<file path="src/rtl/sum_accumulator.sv">
// Block accumulator: sums a stream of unsigned samples and emits one result
// word (total, count, overflow) per block over a valid/ready handshake.
module sum_accumulator #(
   parameter int DATA_W    = 8,
   parameter int ACC_W     = 16,
   parameter int BLOCK_LEN = 4,
   parameter bit SATURATE  = 1'b1
) (
   input  logic              clk,
   input  logic              rst,
   input  logic              en,
   input  logic [DATA_W-1:0] in_data,
   input  logic              in_valid,
   input  logic              in_last,
   output logic              in_ready,
   output logic [ACC_W-1:0]  out_data,
   output logic [7:0]        out_count,
   output logic              out_sat,
   output logic              out_valid,
   input  logic              out_ready
);

   typedef enum logic {
      ST_ACC  = 1'b0,
      ST_HOLD = 1'b1
   } state_t;

   localparam logic [7:0]       BLOCK_LEN_C = 8'(BLOCK_LEN);
   localparam logic [ACC_W-1:0] ACC_MAX     = {ACC_W{1'b1}};

   state_t             state_q, state_d;
   logic [ACC_W-1:0]   acc_q, acc_d;
   logic [7:0]         cnt_q, cnt_d;
   logic               sat_q, sat_d;
   logic [ACC_W-1:0]   out_data_q, out_data_d;
   logic [7:0]         out_count_q, out_count_d;
   logic               out_sat_q, out_sat_d;
   logic               out_valid_q, out_valid_d;

   logic [ACC_W:0]     sum;
   logic [ACC_W-1:0]   acc_n;
   logic [7:0]         cnt_n;
   logic               sat_n;
   logic               xfer;
   logic               close_blk;

   // Ready depends only on registered state and the enable pin.
   assign in_ready  = en && (state_q == ST_ACC);
   assign xfer      = in_valid && in_ready;

   // One extra bit on the sum exposes the carry used as the overflow flag.
   assign sum       = {1'b0, acc_q} + {{(ACC_W + 1 - DATA_W){1'b0}}, in_data};
   assign cnt_n     = cnt_q + 8'd1;
   assign close_blk = (cnt_n == BLOCK_LEN_C) || in_last;

   always_comb begin
      acc_n = sum[ACC_W-1:0];
      sat_n = sat_q;
      if (sum[ACC_W]) begin
         sat_n = 1'b1;
         if (SATURATE) begin
            acc_n = ACC_MAX;
         end
      end
   end

   always_comb begin
      state_d     = state_q;
      acc_d       = acc_q;
      cnt_d       = cnt_q;
      sat_d       = sat_q;
      out_data_d  = out_data_q;
      out_count_d = out_count_q;
      out_sat_d   = out_sat_q;
      out_valid_d = out_valid_q;
      case (state_q)
         ST_ACC: begin
            if (xfer) begin
               if (close_blk) begin
                  out_data_d  = acc_n;
                  out_count_d = cnt_n;
                  out_sat_d   = sat_n;
                  out_valid_d = 1'b1;
                  acc_d       = '0;
                  cnt_d       = '0;
                  sat_d       = 1'b0;
                  state_d     = ST_HOLD;
               end else begin
                  acc_d = acc_n;
                  cnt_d = cnt_n;
                  sat_d = sat_n;
               end
            end
         end
         ST_HOLD: begin
            // Result fields stay frozen until the consumer takes them.
            if (out_ready) begin
               out_valid_d = 1'b0;
               state_d     = ST_ACC;
            end
         end
         default: begin
            state_d = ST_ACC;
         end
      endcase
   end

   always_ff @(posedge clk) begin
      if (rst) begin
         state_q     <= ST_ACC;
         acc_q       <= '0;
         cnt_q       <= '0;
         sat_q       <= 1'b0;
         out_data_q  <= '0;
         out_count_q <= '0;
         out_sat_q   <= 1'b0;
         out_valid_q <= 1'b0;
      end else begin
         state_q     <= state_d;
         acc_q       <= acc_d;
         cnt_q       <= cnt_d;
         sat_q       <= sat_d;
         out_data_q  <= out_data_d;
         out_count_q <= out_count_d;
         out_sat_q   <= out_sat_d;
         out_valid_q <= out_valid_d;
      end
   end

   assign out_data  = out_data_q;
   assign out_count = out_count_q;
   assign out_sat   = out_sat_q;
   assign out_valid = out_valid_q;

endmodule

</file>
<file path="config.mk">
export PLATFORM = sky130hd
export DESIGN_NAME = sum_accumulator
export DESIGN_NICKNAME = d
export VERILOG_FILES = /design/src/rtl/sum_accumulator.sv
export SDC_FILE = /design/constraint.sdc
export NUM_CORES = 1
export LEC_CHECK = 0
export ABC_AREA = 1
export CAP_MARGIN = 20
export CORE_ASPECT_RATIO = 0.9
export CORE_UTILIZATION = 49
export DETAILED_ROUTE_END_ITERATION = 7
export PLACE_DENSITY_LB_ADDON = 0.15
export RECOVER_POWER = 25
export SKIP_CTS_REPAIR_TIMING = 1
export SLEW_MARGIN = 20
export SYNTH_ARGS = -nofsm -noshare
export SYNTH_HDL_FRONTEND = slang
export SYNTH_SLANG_ARGS = --single-unit
</file>
<file path="constraint.sdc">
create_clock -name clk -period 2 [get_ports clk]
set_input_delay 0.3 -clock clk [delete_from_list [all_inputs] [get_ports clk]]
set_output_delay 0.3 -clock clk [all_outputs]
set_load 0.02 [all_outputs]
</file>
# Yosys cells after proc, flatten, opt, wreduce, memory -nomap -nowiden
# Cells that the tools add are included.
# totals
ff_bits,52
inputBits,14
output_inout_bits,27
word_cells,34
# op_classes
n_addsub,2
eq_ne,4
muxes,13
bitwise,1
n_reduce_logical,6
# op_table
op,n
$mux 16,2
$add 16x8->17,1
$add 8x1->8 const B,1
$eq 8x3->1 const B,1
$mux 1,8
$mux 8,1
$ne 2x2->1 const B,3
$reduce_and 3->1,2
$pmux 1 s2,2
$logic_and 1x1->1,2
$reduce_and 2->1,1
$logic_or 1x1->1,1
$not 1->1,1

# Logic depth before layout (Yosys ltp)
# Gate-level depths: netlist (run 1).
# logic_depth
ltp_word,6
ltp_mapped,14
ltp_nobuf,13

# Worst setup path after synthesis (run 1)
# Ideal clock, no wire load.
# synth_timing
path_kind,input port to flip-flop
startpoint,input in_data[0]
endpoint,"register out_data_q[10], in the netlist out_data[10]"
setup_ns,0.113
t_arrival_ns,1.795
required_ns,1.887
slack_ns,0.092
path_stages,11
n_path_buf,1
path_cell_list,ha_1 -> fa_1 -> nand2_1 -> a21oi_1 -> nand2_1 -> nand2_1 -> nand3b_1 -> buf_2 -> nand3_1 -> o21ai_1 -> nor2_1
# synth_between
elab_chain_len,2
# synth_lines
element,line_no,text
start: declaration,12,"input logic [DATA_W-1:0] in_data,"
$add 16x8->17,52,"assign sum = {1'b0, acc_q} + {{(ACC_W + 1 - DATA_W){1'b0}}, in_data};"
$mux 16,59,if (sum[ACC_W]) begin
end signal: assignment,123,out_data_q <= out_data_d;
end: declaration,35,"logic [ACC_W-1:0] out_data_q, out_data_d;"
# No other way between the ends.
# A chain may end at the register's enable or synchronous reset.

# Worst setup path after layout (run 1)
# layout_timing
startpoint,register acc_q[0]
endpoint,"register out_data_q[13], in the netlist out_data[13]"
# layout_between
elab_chain_len,2
# layout_lines
element,line_no,text
start: declaration,32,"logic [ACC_W-1:0] acc_q, acc_d;"
start signal: assignment,111,acc_q <= '0;
start signal: assignment,120,acc_q <= acc_d;
$add 16x8->17,52,
$mux 16,59,
# No other way between the ends.

==> results of run 1 <==
-- power groups by stage --
stage | Combinational, mW | Sequential (mW) | Clock, mW
floorplan | 0.181 | 1.14 | 0
global placement | 0.362 | 1.11 | 0
detailed placement | 0.368 | 1.11 | 0
CTS | 0.370 | 1.09 | 0.744
global route | 0.455 | 1.09 | 0.784
finish | 0.416 | 1.09 | 0.740
-- placed cells by master, fill, tap and decap left out, drive strengths merged, types with 2 or more instances in the layout --
master / netlist / final
nor3: 3 / 3
nand3: 34 / 34
a21oi: 30 / 30
xor2: 6 / 6
buf: 10 / 32
nand4: 5 / 5
clkbuf: 7 / 5
clkdlybuf4s50: 0 / 27
o21ai: 18 / 18
dfxtp: 52 / 52
dlygate4sd3: 0 / 12
nor2: 68 / 68
nand2: 143 / 143
nand3b: 3 / 3
inv: 59 / 59
and2: 2 / 2
ha: 9 / 9
-- registers in the layout (all words and copies together) (netlist names) --
signal     flops
acc_q         16
out_data      16
cnt_q          8
out_count      8
out_sat        1
out_valid      1
sat_q          1
state_q        1
-- worst min path at each step --
stage,endpoint,slack [ns],from
6_report,out_valid,0.48,out_valid
5_1_grt,out_count[1],0.49,out_count[1]
4_1_cts,out_valid,0.48,out_valid
3_5_place_dp,out_valid,0.46,out_valid
3_3_place_gp,out_valid,0.45,out_valid
2_1_floorplan,sat_q,0.43,sat_q
-- cell type report --
| type | count | area [um^2] | area share |
|---|---|---|---|
| Timing Repair Buffer | 72 | 667 | 0.169 |
| Multi-Input combinational cell | 324 | 1810 | 0.459 |
| Tap cell | 70 | 87.6 | 0.0222 |
| Inverter | 59 | 221 | 0.0562 |
| Clock inverter | 3 | 42.5 | 0.0108 |
| Clock buffer | 5 | 68.8 | 0.0175 |
| Sequential cell | 52 | 1040 | 0.265 |
-- layer usage --
metal / vias up / GRT usage
li1: 1528 / -
met4: 0 / 0.0766
met1: 1365 / 0.332
met2: 92 / 0.389
met3: 18 / 0.0384
met5: - / 0
-- synth_stat cells, types with 2 or more instances --
| cell type | count | area [um^2] |
|---|---|---|
| nand3b_1 | 3 | 22.5 |
| nand4_1 | 5 | 31.3 |
| o21ai_1 | 7 | 35.0 |
| buf_6 | 2 | 22.5 |
| clkbuf_1 | 7 | 26.3 |
| a21oi_1 | 30 | 150 |
| nor3_1 | 3 | 15.0 |
| nand2_1 | 134 | 503 |
| nand2_2 | 7 | 43.8 |
| buf_2 | 6 | 30.0 |
| nor2_2 | 3 | 18.8 |
| inv_1 | 58 | 218 |
| nand2_4 | 2 | 22.5 |
| and2_1 | 2 | 12.5 |
| nor2_1 | 64 | 240 |
| o21ai_0 | 11 | 55.1 |
| nand3_1 | 33 | 165 |
| xor2_1 | 6 | 52.6 |
| ha_1 | 9 | 113 |
| dfxtp_1 | 52 | 1040 |
-- cell families (layout without fill, tap and decap cells) --
group	Yosys count	after routing
and+or+nand+nor	259	259
adders and majority gates	10	10
xor gates and xnor gates	6	6
AOI/OAI and AO/OA	49	49
DFF	52	52
buffers and inverters	76	139
-- tightest hold or removal path: stages (launching register included) --
cell     delay, ns
dfxtp_1       0.33
inv_1         0.06
a21oi_1       0.06
-- through the flow --
step	hold WS, ns	TNS [ns]	std cells	instance area, um^2	setup slack (ns)
6_report	0.476	-1.05	585	3940	-0.0851
5_1_grt	0.491	-3.33	585	3940	-0.174
4_1_cts	0.476	-4.70	582	3630	-0.222
3_5_place_dp	0.463	-15.37	574	3520	-0.542
3_3_place_gp	0.452	-14.63	574	3520	-0.512
2_1_floorplan	0.429	0	452	2900	0.0917
==> impl_metrics.yaml, run 1 <==
placement:
  hpwl_mm: 5.42
  gp_congestion: 0.843
  portBuffers: 40
route:
  vias_per_cell: 5.13
  wl_per_cell_um: 13.1
  drt-total-wl_mm: 7.64
  dr.max_layer_used: "met4"
  drtAntennaViolNets: 0
  met2_length_mm: 3.60
  wl_met3_um: 328
  drtPass1Iterations: 5
  via_count: 3003
  drc: 0
  drt-met1-wl_mm: 3.58
  drt_iter0_drc: 142
setup_path:
  reg2reg_depth: 12
  crit_path_frequent_cell: "nand2_2"
  critPathBufInv: 2
  end_kind: "register"
  crit_type: "register to register"
  reg2reg_from: "acc_q[0]"
  cp_cell_sequence: "ha_4 > fa_2 > nand2_2 > a21oi_4 > nand2_2 > nand2_2 > buf_6 > nand3b_1 > buf_6 > nand3_4 > nor2_2 > nor2_1"
  worstPathRequired_ns: 2.22
  arrival_ns: 2.31
  r2r_end: "out_data[13]"
  cp_slowest_stage_delay_ns: 0.39
  crit_fanout: 7
  r2r_setup_slack_ns: -0.09
  crit_family: "simple AND/OR/NAND/NOR gates"
  setup.worst_path.start: "acc_q[0]"
  endpoint: "out_data[13]"
  cp_num_cells: 12
  slowest_stage: "fa_2"
  critPathLaunchType: "register"
global_routing:
  grt_overflow: 0
  grt_pass1_vias: 2568
  grt_antenna_before_repair: 0
  grt_first_pass_wirelength_mm: 11.8
  grt_usage: 0.239
  grt_max_degree: 30
logic_synthesis:
  synth_seq_area_share: 0.359
  syn_area_per_cell_um2: 6.41
  yosys.area_share.simple: 0.380
  syn_nets: 476
  synth-seq-cells: 52
  muxShareOfSynthArea: 0
  synth-compound-area-share: 0.0855
  ys.flop_type: "dfxtp_1"
  yosys_warnings: 0
  synth_area_mm2: 0.00290
  synth_cells: 452
  synthAdderAreaFrac: 0.0457
  async_reset_ff_frac: 0
  synthXorXnorAreaFrac: 0.0181
  synth_top_family_by_area: "simple AND/OR/NAND/NOR gates"
  synth.distinct_cells: 28
  synth_edf_count: 0
floorplanning:
  die_w_um: 83.1
  num_rows: 26
  core_area_mm2: 0.00569
  die_y_um: 75.0
  initial_core_util: 0.509
  die_area_mm2: 0.00623
  io_pins: 41
sta:
  clock_skew_ns: 0.00936
  period_needed_ns: 2.09
  finalCritPeriodShare: 1.04
  tightest_slew_ns: 0.439
  grt_setup_unrepaired: "yes"
  fin_ws_ns: -0.0851
  max_freq_mhz: 480
  hold_viol_final: 0
  slew_headroom: 0.705
  setup_viol: 20
  final_max_slew_viol_count: 0
pwr:
  clockPowerShare: 0.330
  power.switching_uw: 623
  total_power_mw: 2.25
  power_density_mw_per_mm2: 570
  p_int_mw: 1.62
  p_leak_nw: 1.86
  pwr-share-comb: 0.185
  ir_worst_vdd_mv: 0.466
  p_seq_frac: 0.485
  p_sw_frac: 0.277
clock_network:
  htree_levels: 2
  cts_tree: "yes"
  insertion_delay_ns: 0.31
  clk_path_buf_depth: 2
  root_buffer: "clkbuf_8"
  path_clk_slew_ns: 0.10
  clkSinkCount: 52
  cts_buffers: 5
final_layout:
  fin_util: 0.693
  fillerInstances: 465
  area_growth_syn_to_layout_pct: 36.0
  drive_gt1_frac: 0.212
  antennaDiodeCount: 0
  final_nets: 538
job:
  drv_cap: 0
worst_hold_path:
  holdPathStages: 2
  hold_class: "register to register"
run_status:
  failed_checks: "setup timing"
  status: "finished, violations left"
No activity file was read; power rests on OpenSTA's default activity.
==> run 2: changes to the inputs <==
--- a/config.mk
+++ b/config.mk
@@ -11,7 +11,7 @@
 export CORE_UTILIZATION = 49
 export DETAILED_ROUTE_END_ITERATION = 7
 export PLACE_DENSITY_LB_ADDON = 0.15
-export RECOVER_POWER = 25
+export RECOVER_POWER = 100
 export SKIP_CTS_REPAIR_TIMING = 1
 export SLEW_MARGIN = 20
 export SYNTH_ARGS = -nofsm -noshare
==> run 2 against run 1 <==
Compared with the run above:
- the run still ends with setup timing left
- clock skew about the same
- clock-buffer cell count unchanged
- register-to-register slack hardly changed
- die area stayed put
- critical endpoint unchanged
==> impl_metrics.yaml, run 2 (synthesis results as in run 1) <==
setup_path:
  worstPathRequired_ns: 2.22
  crit_fanout: 7
  setup.worst_path.start: "acc_q[0]"
  end_kind: "register"
  reg2reg_from: "acc_q[0]"
  arrival_ns: 2.29
  endpoint: "out_data[13]"
  r2r_end: "out_data[13]"
  critPathLaunchType: "register"
  r2r_setup_slack_ns: -0.07
  reg2reg_depth: 12
  crit_type: "register to register"
floorplanning:
  die_w_um: 83.1
  die_y_um: 75.0
  initial_core_util: 0.509
  die_area_mm2: 0.00623
  core_area_mm2: 0.00569
  io_pins: 41
  num_rows: 26
pwr:
  p_leak_nw: 1.90
  ir_worst_vdd_mv: 0.466
  power_density_mw_per_mm2: 569
clock_network:
  path_clk_slew_ns: 0.10
  root_buffer: "clkbuf_8"
  cts_tree: "yes"
  clk_path_buf_depth: 2
  cts_buffers: 5
  htree_levels: 2
  clkSinkCount: 52
  insertion_delay_ns: 0.31
final_layout:
  antennaDiodeCount: 0
  drive_gt1_frac: 0.208
  final_nets: 538
  layout_commonest_cell: "nand2_1"
  final_area_mm2: 0.00392
  layout_common_cells: "nand2_1, nor2_1, inv_1"
  area_growth_syn_to_layout_pct: 35.3
sta:
  clock_skew_ns: 0.00936
  hold_viol_final: 0
  grt_setup_unrepaired: "yes"
  slew_headroom: 0.709
  tightest_slew_ns: 0.433
  setup_viol: 17
  fin_ws_ns: -0.0721
  final_max_slew_viol_count: 0
  period_needed_ns: 2.07
  max_freq_mhz: 483
  hold_slack_ns: 0.473
  finalCritPeriodShare: 1.04
run_status:
  status: "finished, violations left"
  failed_checks: "setup timing"
global_routing:
  grt_antenna_before_repair: 0
  grt_usage: 0.239
  grt_max_degree: 30
  grt_first_pass_wirelength_mm: 11.8
  grt_overflow: 0
  grt_pass1_vias: 2568
placement:
  gp_congestion: 0.843
  dpl-instance-area_mm2: 0.00352
  hpwl_mm: 5.42
  portBuffers: 40
job:
  drv_cap: 0
route:
  drtPass1Iterations: 4
  drt-total-wl_mm: 7.59
  via_count: 2981
  drt_iter0_drc: 130
  drc: 0
  vias_per_cell: 5.10
  drtAntennaViolNets: 0
  wl_per_cell_um: 13.0
worst_hold_path:
  holdPathStages: 2
  hold_class: "register to register"
  min_from: "out_valid"
## run 2: changes by cell type in the layout (fill, tap and decap cells not counted)
cell and delta:
dlygate4sd3_1 +15, ha_1 +1, buf_4 -2, ha_2 -1, clkbuf_2 +1, nor2_4 -1
clkbuf_4 +1, buf_12 -1, clkdlybuf4s50_1 -15, nor2_1 +1, buf_6 +1
## run 2: critical path, cell delays in order, from the launching register on
cell and delay [ns]:
dfxtp_2 0.35, ha_4 0.16, fa_2 0.39, nand2_2 0.10, a21oi_4 0.06, nand2_2 0.08, nand2_2 0.07, buf_6 0.12
nand3b_1 0.17, buf_6 0.20, nand3_4 0.10, nor2_2 0.11, nor2_1 0.05
## run 2: metrics by stage
step	TNS [ns]	instances	power (mW)	setup slack, ns	util
2_1_floorplan	0	452	1.32	0.0917	-
3_3_place_gp	-14.63	574	1.47	-0.512	0.618
3_5_place_dp	-15.37	574	1.48	-0.542	0.618
4_1_cts	-4.70	582	2.20	-0.222	0.637
5_1_grt	-3.84	585	2.32	-0.174	0.689
6_report	-0.785	585	2.23	-0.0721	0.689
## run 2: power by group
| group | switching (mW) | total (mW) | leakage (nW) | internal, mW |
|---|---|---|---|---|
| combinational | 0.232 | 0.406 | 1.42 | 0.174 |
| clock | 0.364 | 0.735 | 0.0541 | 0.371 |
| sequential | 0.0194 | 1.09 | 0.424 | 1.07 |
| total | 0.615 | 2.23 | 1.90 | 1.61 |
## run 2: how the worst min path moves through the flow
| stage | endpoint | slack (ns) |
|---|---|---|
| 2_1_floorplan | sat_q | 0.43 |
| 6_report | out_valid | 0.47 |
| 4_1_cts | out_valid | 0.48 |
| 3_3_place_gp | out_valid | 0.45 |
| 3_5_place_dp | out_valid | 0.46 |
| 5_1_grt | out_count[1] | 0.49 |
## run 2: area by class of cell
class | instances | area [um^2]
Clock buffer | 5 | 68.8
Clock inverter | 3 | 42.5
Fill cell | 468 | 1770
Inverter | 59 | 221
Multi-Input combinational cell | 324 | 1800
Sequential cell | 52 | 1040
Tap cell | 70 | 87.6
Timing Repair Buffer | 72 | 656
## run 2: routing by layer
metal | vias up | GRT usage | part of all wire
met1 | 1362 | 0.332 | 0.47
li1 | 1525 | - | -
met3 | 11 | 0.0384 | 0.046
met5 | - | 0 | 0
met4 | 0 | 0.0766 | 0.013
met2 | 83 | 0.389 | 0.47
